File: src/rtl/tage_u_aging_ctrl.sv
// tage_u_aging_ctrl: periodic graceful reset of TAGE u counters with
// write-port arbitration between the update path and the aging sweep.
module tage_u_aging_ctrl #(
   parameter int IDX_WIDTH    = 9,
   parameter int PERIOD_LOG2  = 18,
   parameter int STARVE_LIMIT = 8
) (
   input  logic                 clk_i,
   input  logic                 rst_ni,
   input  logic                 retire_i,
   input  logic                 start_i,
   input  logic                 upd_req_i,
   output logic                 upd_gnt_o,
   output logic                 sweep_valid_o,
   output logic [IDX_WIDTH-1:0] sweep_idx_o,
   output logic                 sweep_bit_o,
   output logic                 busy_o,
   output logic                 done_o
);
   localparam int SW = $clog2(STARVE_LIMIT + 1);
   typedef enum logic [1:0] {IDLE, SWEEP, DONE} state_t;
   state_t                 state_q, state_d;
   logic [PERIOD_LOG2-1:0] period_q;
   logic [SW-1:0]          starve_q;
   logic                   pending_q, force_w, trig, enter;
   // A wrap and a start in the same cycle collapse into one trigger.
   assign trig          = start_i | (retire_i & (&period_q));
   assign busy_o        = state_q == SWEEP;
   assign done_o        = state_q == DONE;
   assign enter         = (state_q == IDLE) & pending_q;
   assign force_w       = busy_o & (starve_q == SW'(STARVE_LIMIT));
   assign upd_gnt_o     = upd_req_i & ~force_w;
   assign sweep_valid_o = busy_o & (~upd_req_i | force_w);
   always_comb
      state_d = enter ? SWEEP :
                (sweep_valid_o & (&sweep_idx_o)) ? DONE :
                done_o ? IDLE : state_q;
   always_ff @(posedge clk_i or negedge rst_ni)
      if (!rst_ni) begin
         state_q     <= IDLE;
         period_q    <= '0;
         pending_q   <= 1'b0;
         sweep_idx_o <= '0;
         sweep_bit_o <= 1'b1;
         starve_q    <= '0;
      end else begin
         state_q     <= state_d;
         period_q    <= period_q + PERIOD_LOG2'(retire_i);
         pending_q   <= ~enter & (pending_q | trig);
         sweep_idx_o <= enter ? '0 : sweep_valid_o ? sweep_idx_o + 1'b1 : sweep_idx_o;
         sweep_bit_o <= sweep_bit_o ^ done_o;
         starve_q    <= (busy_o & ~sweep_valid_o) ? starve_q + 1'b1 : '0;
      end
endmodule

File: config.mk
export PLATFORM = sky130hd
export DESIGN_NAME = tage_u_aging_ctrl
export DESIGN_NICKNAME = d
export VERILOG_FILES = /design/src/rtl/tage_u_aging_ctrl.sv
export SDC_FILE = /design/constraint.sdc
export NUM_CORES = 1
export LEC_CHECK = 0
export CAP_MARGIN = 15
export CORE_MARGIN = 2
export CORE_UTILIZATION = 55
export CTS_CLUSTER_DIAMETER = 60
export DETAILED_ROUTE_END_ITERATION = 16
export PLACE_DENSITY = 0.87
export REMOVE_ABC_BUFFERS = 1
export SETUP_SLACK_MARGIN = 0.1
export SLEW_MARGIN = 10
export SYNTH_ARGS = -nofsm -noshare
export SYNTH_HDL_FRONTEND = slang
export SYNTH_SLANG_ARGS = --single-unit
File: constraint.sdc
create_clock -name clk_i -period 2.1 [get_ports clk_i]
set_clock_uncertainty 0.15 [all_clocks]
set_input_delay 0.42 -clock clk_i [delete_from_list [all_inputs] [get_ports clk_i]]
set_output_delay 0.42 -clock clk_i [all_outputs]
set_load 0.1 [all_outputs]
# Word-level counts from Yosys, hierarchy flattened
# Index checks and enable logic that the tools add are counted.
dict set report classes {
  addsub 3
  n_eq_ne 3
  n_mux 6
  n_bitwise 16
  n_reduce_logical 5
}
# cell n
set op_table {}
lappend op_table {{18-bit by 1-bit adder with 18-bit output} 1}
lappend op_table {{9-bit 2-to-1 mux} 2}
lappend op_table {{18-bit AND reduction} 1}
lappend op_table {{9-bit by 1-bit adder with 9-bit output (second input constant)} 1}
lappend op_table {{9-bit AND reduction} 1}
lappend op_table {{1-bit AND} 8}
lappend op_table {{2-bit 2-to-1 mux} 3}
lappend op_table {{4-bit by 1-bit adder with 4-bit output (second input constant)} 1}
lappend op_table {{4-bit equality test (second input constant)} 1}
lappend op_table {{4-bit 2-to-1 mux} 1}
lappend op_table {{1-bit NOT} 4}
lappend op_table {{1-bit OR} 3}
lappend op_table {{3-bit nonzero test} 1}
lappend op_table {{2-bit by 1-bit equality test with 1-bit output (second input constant)} 1}
lappend op_table {{2-bit equality test (second input constant)} 1}
lappend op_table {{2-bit zero test} 1}
lappend op_table {{2-bit nonzero test} 1}
lappend op_table {{1-bit bitwise XOR} 1}
dict set report word_totals {
  register_bits 35
  inputBits 5
  output_inout_bits 14
  elab_cells 39
}

# Longest topological paths before layout
# Gate-level depths: netlist (run 1).
dict set report depth {
  depth_word 7
  mapped_depth 6
  mapped_depth_nobuf 6
}

# Worst setup path before layout (run 1)
# OpenSTA, ideal clock, no wires.
dict set report synth_path {
  path_type {register -> register}
  startpoint {register starve_q[0]}
  endpoint {register sweep_idx_o[2]}
  setup_time_ns 0.172
  arrival_time_ns 2.131
  required_time_ns 1.778
  slack_ns -0.353
  stages_incl_launch_ff 7
  path_buffers 0
  period_less_slack_ns 2.453
  path_cell_list {dfrtp_1 -> inv_1 -> ha_1 -> nand3b_4 -> a21oi_2 -> nand2_1 -> mux2i_1}
}
dict set report synth_between {
  elab_chain_len 5
}
# item line_no
set synth_lines {}
lappend synth_lines {{start: declaration} 24} ;# logic [SW-1:0] starve_q;
lappend synth_lines {{start signal: assignment} 52} ;# starve_q <= (busy_o & ~sweep_valid_o) ? starve_q + 1'b1 : '0;
lappend synth_lines {{4-bit equality test} 31} ;# assign force_w = busy_o & (starve_q == SW'(STARVE_LIMIT));
lappend synth_lines {{1-bit AND} 31}
lappend synth_lines {{1-bit OR} 33} ;# assign sweep_valid_o = busy_o & (~upd_req_i | force_w);
lappend synth_lines {{1-bit AND} 33}
lappend synth_lines {{via sweep_valid_o} 14} ;# output logic sweep_valid_o,
lappend synth_lines {{2-bit nonzero test (no line)} n/a}
lappend synth_lines {{end signal: assignment} 50} ;# sweep_idx_o <= enter ? '0 : sweep_valid_o ? sweep_idx_o + 1'b1 : sweep_idx_o;
lappend synth_lines {{end: declaration} 15} ;# output logic [IDX_WIDTH-1:0] sweep_idx_o,
# The timed path passes the listed nets, and every way through them passes these cells.
# A chain may end at the register's enable or synchronous reset.

# Final worst setup path (run 1)
dict set report layout_path {
  startpoint {register starve_q[1]}
  endpoint {output port upd_gnt_o}
}
dict set report layout_between {
  elab_chain_len 4
}
# item line_no
set layout_lines {}
lappend layout_lines {{4-bit equality test} 31}
lappend layout_lines {{1-bit AND} 31}
lappend layout_lines {{1-bit NOT} 32} ;# assign upd_gnt_o = upd_req_i & ~force_w;
lappend layout_lines {{1-bit AND} 32}
lappend layout_lines {{end: declaration} 13} ;# output logic upd_gnt_o,
# Every way passes these cells.

==> results_tabular.tex, run 1 <==
\begin{tabular}{lr}
\hline
Metric & Value \\
\hline
\multicolumn{2}{l}{\textbf{Status}} \\
\quad Run status & finished clean \\
\multicolumn{2}{l}{\textbf{Clock tree}} \\
\quad CTS tree & yes \\
\quad H-tree Lvls & 2 \\
\quad CTS Buf Count & 5 \\
\quad Register clock-pin slew on the reported worst setup and hold paths & roughly 100 ps \\
\quad Clock latency of the later-clocked register in the worst-skew pair & $\sim$350 ps \\
\quad Count of hold-fix buffers inserted at cts & 0 \\
\quad Clock buffer depth & 2 \\
\quad CTS sink count & 35 \\
\quad Clock tree root driver cell & sky130\_fd\_sc\_hd\_\_clkbuf\_4 \\
\multicolumn{2}{l}{\textbf{Final layout}} \\
\quad Fraction of final layout cells with drive strength greater than 1 & 0.232 \\
\quad Area added between synthesis and finish & 31.1\% \\
\quad Core Util, Final & 0.736 \\
\quad Antenna diodes & 0 \\
\quad Nets@finish & about 200 \\
\quad Fin area & around 2200 um\^{}2 \\
\quad Fill cells & 200 \\
\multicolumn{2}{l}{\textbf{Synthesis}} \\
\quad Most area-hungry cell type in the Yosys netlist & sky130\_fd\_sc\_hd\_\_dfrtp\_1 \\
\quad Combined area of all synthesized cells & around 1700 um\^{}2 \\
\quad Count of flip-flops with a built-in enable after synthesis & 0 \\
\quad Simple-gate area share of the yosys netlist & 0.195 \\
\quad Synth top cells by count & 34 x sky130\_fd\_sc\_hd\_\_dfrtp\_1, 15 x sky130\_fd\_sc\_hd\_\_nand2\_1, 15 x sky130\_fd\_sc\_hd\_\_nor2\_1, 15 x sky130\_fd\_sc\_hd\_\_xnor2\_1 \\
\quad Share of synthesized area spent on multiplexers & 0.0120 \\
\quad Fraction of the mapped netlist area in adder cells & 0.0449 \\
\quad YS warnings & 0 \\
\quad Area contributors post-synth & sky130\_fd\_sc\_hd\_\_dfrtp\_1 51\%, sky130\_fd\_sc\_hd\_\_xnor2\_1 7.9\%, sky130\_fd\_sc\_hd\_\_xor2\_1 4.7\%, sky130\_fd\_sc\_hd\_\_ha\_1 4.5\%, sky130\_fd\_sc\_hd\_\_nand2\_1 3.4\% \\
\quad Sequential cell area fraction in the yosys report & 0.525 \\
\quad Share of the synthesized area in the top cell type & 0.509 \\
\quad Distinct cell type count of the synthesized netlist & 32 \\
\quad Combinational family with the most area after synthesis & simple AND/OR/NAND/NOR gates \\
\quad Parity-gate share of the synthesized area counting xor and xnor cells & 0.126 \\
\quad Count of mapped cells out of synthesis & 148 \\
\quad Main flop type after synthesis & sky130\_fd\_sc\_hd\_\_dfrtp\_1 \\
\quad Most numerous cell in the Yosys netlist & sky130\_fd\_sc\_hd\_\_dfrtp\_1 \\
\quad Average size of a mapped cell & between 10 and 15 um\^{}2 \\
\quad Async SR Flop Fraction & 1.00 \\
\quad Complex-gate fraction of the synthesized area & 0.0763 \\
\quad \#FFs+latches synth & 35 \\
\multicolumn{2}{l}{\textbf{STA}} \\
\quad Number of pins with negative max-slew slack in the final report & 0 \\
\quad Setup TNS & 0 ps \\
\quad Number of setup violations in the final report & 0 \\
\quad Achievable clock frequency & slightly below 500 MHz \\
\quad Worst-margin pin slew & approximately 430 ps \\
\quad RSZ-0062 raised after global routing & true \\
\quad Period minus WS final & a little over 2000 ps \\
\quad Final hold violations & 0 \\
\quad Ratio of final minimum period to clock period & 0.989 \\
\quad Worst slew margin relative to its limit & 0.716 \\
\multicolumn{2}{l}{\textbf{Run}} \\
\quad Maxcap violations & 0 \\
\multicolumn{2}{l}{\textbf{Die}} \\
\quad Die outline area & approximately 3500 um\^{}2 \\
\quad Die width & 59.1 um \\
\quad Area of the placeable core & 2980 um\^{}2 \\
\quad Initial Utilization & 0.561 \\
\quad \# IOs & 19 \\
\quad Number of placement rows & 20 \\
\quad Die Height & just under 60 um \\
\multicolumn{2}{l}{\textbf{Setup path}} \\
\quad Crit path max-delay family & flip-flops \\
\quad FF-to-FF End & sweep\_idx\_o[3] \\
\quad Type of element capturing the critical path & primary output \\
\quad R2r startpoint & starve\_q[1] \\
\quad Cell depth of the worst setup path & 5 \\
\quad CP cell instances & inv\_1 -> ha\_2 -> nand3b\_4 -> o21a\_1 -> buf\_12 \\
\quad Data arrival time of the critical path & about 1500 ps \\
\quad Slack of the worst reg-to-reg path & between 300 and 400 ps \\
\quad Highest cell delay on the worst timing path & about 400 ps \\
\quad Type of the setup path with the least slack & flop to primary output \\
\quad Worst R2R Path Depth & 7 \\
\quad Type of element launching the critical path & flop \\
\quad Peak fanout along the critical path & 4 \\
\quad Master of the slowest instance on the critical path & sky130\_fd\_sc\_hd\_\_dfrtp\_1 \\
\quad Sum of buffers and inverters on the critical path & 2 \\
\quad Required time of the critical path & 1530 ps \\
\multicolumn{2}{l}{\textbf{Global routing}} \\
\quad Overflow left after global routing & 0 \\
\quad Number of global-route vias before repair & roughly 1300 \\
\quad Wire length of the first global-routing pass & between 5000 and 6000 um \\
\quad Largest net degree at the start of global routing & 36 \\
\quad Initial antenna violation count & 0 \\
\quad GR Util All Layers & 0.231 \\
\multicolumn{2}{l}{\textbf{Placement}} \\
\quad Count of input and output buffers & 18 \\
\quad Post-detailed-placement cell area & slightly above 2000 um\^{}2 \\
\quad RD Place Congestion & 0.769 \\
\quad Detailed-placement wirelength estimate & around 2400 um \\
\multicolumn{2}{l}{\textbf{Routing}} \\
\quad Initial DRC count & 64 \\
\quad Vias post-DR & 1248 \\
\quad Vias per cell & about 5.7 \\
\quad Final wirelength & around 3300 um \\
\quad \# DRC & 0 \\
\quad Antenna-violating nets left & 0 \\
\quad Length of the first detailed-routing pass in iterations & 4 \\
\quad Routed wirelength normalized by instance count & $\sim$15 um \\
\multicolumn{2}{l}{\textbf{Power and ir drop}} \\
\quad Switching Fraction & 0.438 \\
\quad Leak & between 1 and 1.5 nW \\
\quad Cell Int Power & $\sim$1.4 mW \\
\quad Share of total power in combinational logic & 0.428 \\
\quad Reg power frac & 0.400 \\
\quad Maximum ir drop on the vdd rail & $\sim$0.0006 V \\
\quad NetSw & 1.09 mW \\
\quad Proportion of power drawn by the clock network & 0.172 \\
\quad Power per Cell Area & $\sim$1100 nW/um\^{}2 \\
\multicolumn{2}{l}{\textbf{Worst hold path}} \\
\quad Worst min-delay path category & primary input to async pin \\
\hline
\end{tabular}
-- per-layer routing --
layer	global-route usage	share of wire
met5	0	0
met4	0.133	0.023
met3	0.0502	0.038
met2	0.379	0.51
met1	0.279	0.43
-- sequential cells by signal, summed over array words and instances (netlist names) --
register and cells:
pending_q 1, state_q 2, period_q 18, sweep_idx_o 9
sweep_bit_o 1, starve_q 4
-- cell usage in the layout (no fill, tap or decap), types with 2 or more instances in the layout --
master / n
sky130_fd_sc_hd__a2111oi_4: 2
sky130_fd_sc_hd__a211oi_1: 3
sky130_fd_sc_hd__and2_1: 2
sky130_fd_sc_hd__and3_1: 3
sky130_fd_sc_hd__and4_1: 2
sky130_fd_sc_hd__buf_12: 13
sky130_fd_sc_hd__buf_4: 14
sky130_fd_sc_hd__clkbuf_4: 5
sky130_fd_sc_hd__clkbuf_8: 2
sky130_fd_sc_hd__clkdlybuf4s50_1: 4
sky130_fd_sc_hd__dfrtp_1: 33
sky130_fd_sc_hd__ha_1: 5
sky130_fd_sc_hd__inv_1: 7
sky130_fd_sc_hd__mux2i_1: 2
sky130_fd_sc_hd__nand2_1: 15
sky130_fd_sc_hd__nand3_1: 9
sky130_fd_sc_hd__nand4_1: 6
sky130_fd_sc_hd__nor2_1: 15
sky130_fd_sc_hd__nor2b_1: 2
sky130_fd_sc_hd__xnor2_1: 15
sky130_fd_sc_hd__xor2_1: 9
-- final cells by class --
cell class	count	area [um^2]	area share
repair buffers	31	405	0.185
inverters	7	26.3	0.0120
flip-flops and latches	35	878	0.401
well taps	33	41.3	0.0188
multi-input cells	104	772	0.352
clock buffers	8	68.8	0.0314
-- per-stage QoR --
stage,setup slack [ps],total power [mW],hold slack [ps],std cells
finish,22.3,2.48,312,218
global route,-54.3,2.60,345,218
detailed placement,-125,2.04,308,205
global placement,18.8,1.99,302,205
CTS,34.4,2.48,327,217
floorplan,-353,1.63,-25.6,146
-- power groups by stage --
| stage | Combinational (mW) | Clock [mW] | Sequential [mW] |
|---|---|---|---|
| final | 1.06 | 0.427 | 0.991 |
| after global routing | 1.13 | 0.454 | 1.01 |
| after CTS | 1.06 | 0.432 | 0.985 |
| after detailed placement | 1.04 | 0 | 0.998 |
| after global placement | 1.01 | 0 | 0.982 |
| after floorplan | 0.304 | 0 | 1.33 |
-- worst register-to-register path: stages, from the launching register on --
cell and delay [ps]:
sky130_fd_sc_hd__dfrtp_1 400, sky130_fd_sc_hd__inv_1 70, sky130_fd_sc_hd__ha_2 180, sky130_fd_sc_hd__nand3b_4 110, sky130_fd_sc_hd__buf_4 180, sky130_fd_sc_hd__a211oi_1 320, sky130_fd_sc_hd__xnor2_1 180, sky130_fd_sc_hd__nor2_1 60
-- repair_timing --
item,CTS,global route
setup endpoints to repair,2,4
setup buffers,4,1
pin swaps,1,0
gates resized for setup,2,2
-- worst max-delay path by stage --
| stage | endpoint | slack (ps) | from |
|---|---|---|---|
| 2_1_floorplan | sweep_idx_o[2] | -350 | starve_q[0] |
| 3_3_place_gp | period_q[10] | 20 | retire_i |
| 3_5_place_dp | period_q[16] | -130 | retire_i |
| 4_1_cts | upd_gnt_o | 30 | starve_q[1] |
| 5_1_grt | upd_gnt_o | -50 | starve_q[1] |
| 6_report | upd_gnt_o | 20 | starve_q[1] |
-- cell families after synthesis --
logic type      count (synthesis)
flops                          35
buf+inv                         9
fa+ha+maj                       6
simple gates                   60
mux                             2
compound gates                 12
xor+xnor                       24
Note: power is estimated with default switching activity, not from simulation.
==> run 2, diff against run 1 <==
Settings changed: CAP_MARGIN 15 to 20.
==> results of run 2 <==
Final layout, timing and power as in run 1 (identical DEF).
==> run 3, diff against run 2 <==
Settings changed: CELL_PAD_IN_SITES_DETAIL_PLACEMENT set to 0, CELL_PAD_IN_SITES_GLOBAL_PLACEMENT set to 1, CORE_ASPECT_RATIO set to 2, CORE_UTILIZATION 55 to 44, SLEW_MARGIN 10 to 5.
==> results_tabular.tex, run 3 (synthesis gave the netlist of run 1 again) <==
\begin{tabular}{lr}
\hline
Metric & Value \\
\hline
\multicolumn{2}{l}{\textbf{Status}} \\
\quad Run status & finished clean \\
\multicolumn{2}{l}{\textbf{Die}} \\
\quad Die Height & 91.2 um \\
\quad Initial Utilization & 0.458 \\
\quad Number of placement rows & 31 \\
\quad Die width & about 48 um \\
\quad Area of the placeable core & between 3000 and 4000 um\^{}2 \\
\quad \# IOs & 19 \\
\quad Die outline area & between 4000 and 5000 um\^{}2 \\
\multicolumn{2}{l}{\textbf{STA}} \\
\quad Number of setup violations in the final report & 0 \\
\quad Ratio of final minimum period to clock period & 0.930 \\
\quad Worst-margin pin slew & about 430 ps \\
\quad Worst slew margin relative to its limit & 0.715 \\
\quad Achievable clock frequency & roughly 510 MHz \\
\quad RSZ-0062 raised after global routing & true \\
\quad Number of pins with negative max-slew slack in the final report & 0 \\
\quad Final hold violations & 0 \\
\quad Worst hold slack & about 330 ps \\
\quad Period minus WS final & $\sim$2000 ps \\
\multicolumn{2}{l}{\textbf{Setup path}} \\
\quad Highest cell delay on the worst timing path & 390 ps \\
\quad Type of element launching the critical path & flop \\
\quad Required time of the critical path & 1530 ps \\
\quad Master of the slowest instance on the critical path & sky130\_fd\_sc\_hd\_\_dfrtp\_1 \\
\quad Crit path max-delay family & flip-flops \\
\quad Cell depth of the worst setup path & 5 \\
\quad CP cell instances & inv\_2 -> ha\_4 -> nand3b\_4 -> o21a\_1 -> buf\_12 \\
\quad Slack of the worst reg-to-reg path & roughly 380 ps \\
\quad Peak fanout along the critical path & 4 \\
\quad Sum of buffers and inverters on the critical path & 2 \\
\quad Worst setup path startpoint & starve\_q[0] \\
\quad Type of the setup path with the least slack & flop to primary output \\
\quad Critical path endpoint & upd\_gnt\_o \\
\quad Type of element capturing the critical path & primary output \\
\quad Worst R2R Path Depth & 7 \\
\quad FF-to-FF End & sweep\_idx\_o[5] \\
\quad Data arrival time of the critical path & $\sim$1400 ps \\
\quad R2r startpoint & starve\_q[0] \\
\multicolumn{2}{l}{\textbf{Routing}} \\
\quad Initial DRC count & 12 \\
\quad Final wirelength & about 3100 um \\
\quad Routed wirelength normalized by instance count & 13.5 um \\
\quad Length of the first detailed-routing pass in iterations & 4 \\
\quad \# DRC & 0 \\
\quad Vias post-DR & 1182 \\
\quad Vias per cell & 5.09 \\
\quad Antenna-violating nets left & 0 \\
\multicolumn{2}{l}{\textbf{Global routing}} \\
\quad GR Util All Layers & 0.169 \\
\quad Number of global-route vias before repair & about 1300 \\
\quad Wire length of the first global-routing pass & $\sim$5300 um \\
\quad Overflow left after global routing & 0 \\
\quad Largest net degree at the start of global routing & 36 \\
\quad Initial antenna violation count & 0 \\
\multicolumn{2}{l}{\textbf{Power and ir drop}} \\
\quad NetSw & 1.08 mW \\
\quad Maximum ir drop on the vdd rail & 0.000983 V \\
\quad Final total power & approximately 2.7 mW \\
\quad Proportion of power drawn by the clock network & 0.231 \\
\quad Reg power frac & 0.371 \\
\quad Share of total power in combinational logic & 0.398 \\
\quad Switching Fraction & 0.407 \\
\quad Cell Int Power & about 1.6 mW \\
\quad Leak & between 1 and 1.5 nW \\
\quad Power per Cell Area & $\sim$1200 nW/um\^{}2 \\
\multicolumn{2}{l}{\textbf{Clock tree}} \\
\quad Register clock-pin slew on the reported worst setup and hold paths & around 70 ps \\
\quad Clock buffer depth & 2 \\
\quad Clock tree root driver cell & sky130\_fd\_sc\_hd\_\_clkbuf\_8 \\
\quad CTS sink count & 35 \\
\quad CTS tree & yes \\
\quad Clock latency of the later-clocked register in the worst-skew pair & 290 ps \\
\quad Count of hold-fix buffers inserted at cts & 0 \\
\quad CTS Buf Count & 5 \\
\quad H-tree Lvls & 2 \\
\multicolumn{2}{l}{\textbf{Final layout}} \\
\quad Fraction of final layout cells with drive strength greater than 1 & 0.235 \\
\quad Nets@finish & 193 \\
\quad Area added between synthesis and finish & 34.9\% \\
\quad Fin area & around 2300 um\^{}2 \\
\quad Most frequent cells in the layout & 34 x sky130\_fd\_sc\_hd\_\_dfrtp\_1, 15 x sky130\_fd\_sc\_hd\_\_xnor2\_1, 15 x sky130\_fd\_sc\_hd\_\_nand2\_1, 14 x sky130\_fd\_sc\_hd\_\_nor2\_1, 13 x sky130\_fd\_sc\_hd\_\_buf\_12 \\
\quad Register containing the most flip-flops in the final layout & period\_q \\
\quad Regs by FF count & period\_q x18, sweep\_idx\_o x9, starve\_q x4 \\
\quad Antenna diodes & 0 \\
\quad Max reg flops & 18 \\
\quad Most common cell after layout, fill and taps aside & sky130\_fd\_sc\_hd\_\_dfrtp\_1 \\
\multicolumn{2}{l}{\textbf{Worst hold path}} \\
\quad Worst min-delay path category & flop to flop \\
\multicolumn{2}{l}{\textbf{Placement}} \\
\quad Count of input and output buffers & 18 \\
\quad Post-detailed-placement cell area & roughly 2100 um\^{}2 \\
\quad RD Place Congestion & between 0.8 and 0.9 \\
\quad Detailed-placement wirelength estimate & between 2000 and 2500 um \\
\multicolumn{2}{l}{\textbf{Run}} \\
\quad Maxcap violations & 0 \\
\hline
\end{tabular}
## run 3: cell type report
class,instances,area (um^2)
Fill cell,315,1390
Sequential cell,35,877
Multi-Input combinational cell,104,782
Timing Repair Buffer,29,390
Clock buffer,6,82.6
Tap cell,49,61.3
Clock inverter,2,35.0
Inverter,7,26.3
## run 3: how the worst min path moves through the flow
stage,endpoint,slack (ps),startpoint,depth (start not counted)
finish,period_q[7],330,period_q[7],1
global route,period_q[16],340,period_q[16],1
CTS,period_q[16],320,period_q[16],1
detailed placement,period_q[16],310,period_q[16],1
global placement,period_q[15],300,period_q[15],1
floorplan,pending_q,-30,rst_ni,0
## run 3: routing by layer
layer / share of wire / wire, um / track usage / vias up
li1: - / - / - / 572
met1: 0.37 / 1150 / 0.167 / 573
met2: 0.57 / 1800 / 0.296 / 26
met3: 0.026 / 81 / 0.0358 / 11
met4: 0.034 / 107 / 0.0968 / 0
met5: 0 / 0 / 0 / -
## run 3: timing repair
item                       in CTS  in global routing
setup buffers                   3                  0
setup endpoints to repair       2                  5
gates resized for setup         2                  4
pin swaps                       1                  1
## run 3: through the flow
| stage | worst slack [ps] | std cells | TNS [ps] | utilization |
|---|---|---|---|---|
| floorplan | -353 | 146 | -2250 | - |
| detailed placement | -115 | 221 | -642 | 0.574 |
| global placement | -10.6 | 221 | -22.1 | 0.574 |
| global route | 89.7 | 232 | 0 | 0.618 |
| finish | 148 | 232 | 0 | 0.618 |
| CTS | 109 | 232 | 0 | 0.615 |
## run 3: power groups by stage
stage          clock network, mW  registers [mW]  logic (mW)
2_1_floorplan                  0            1.33       0.304
3_3_place_gp                   0           0.984        1.01
3_5_place_dp                   0            1.00        1.04
4_1_cts                    0.639           0.983        1.06
5_1_grt                    0.659            1.01        1.12
6_report                   0.614           0.987        1.06
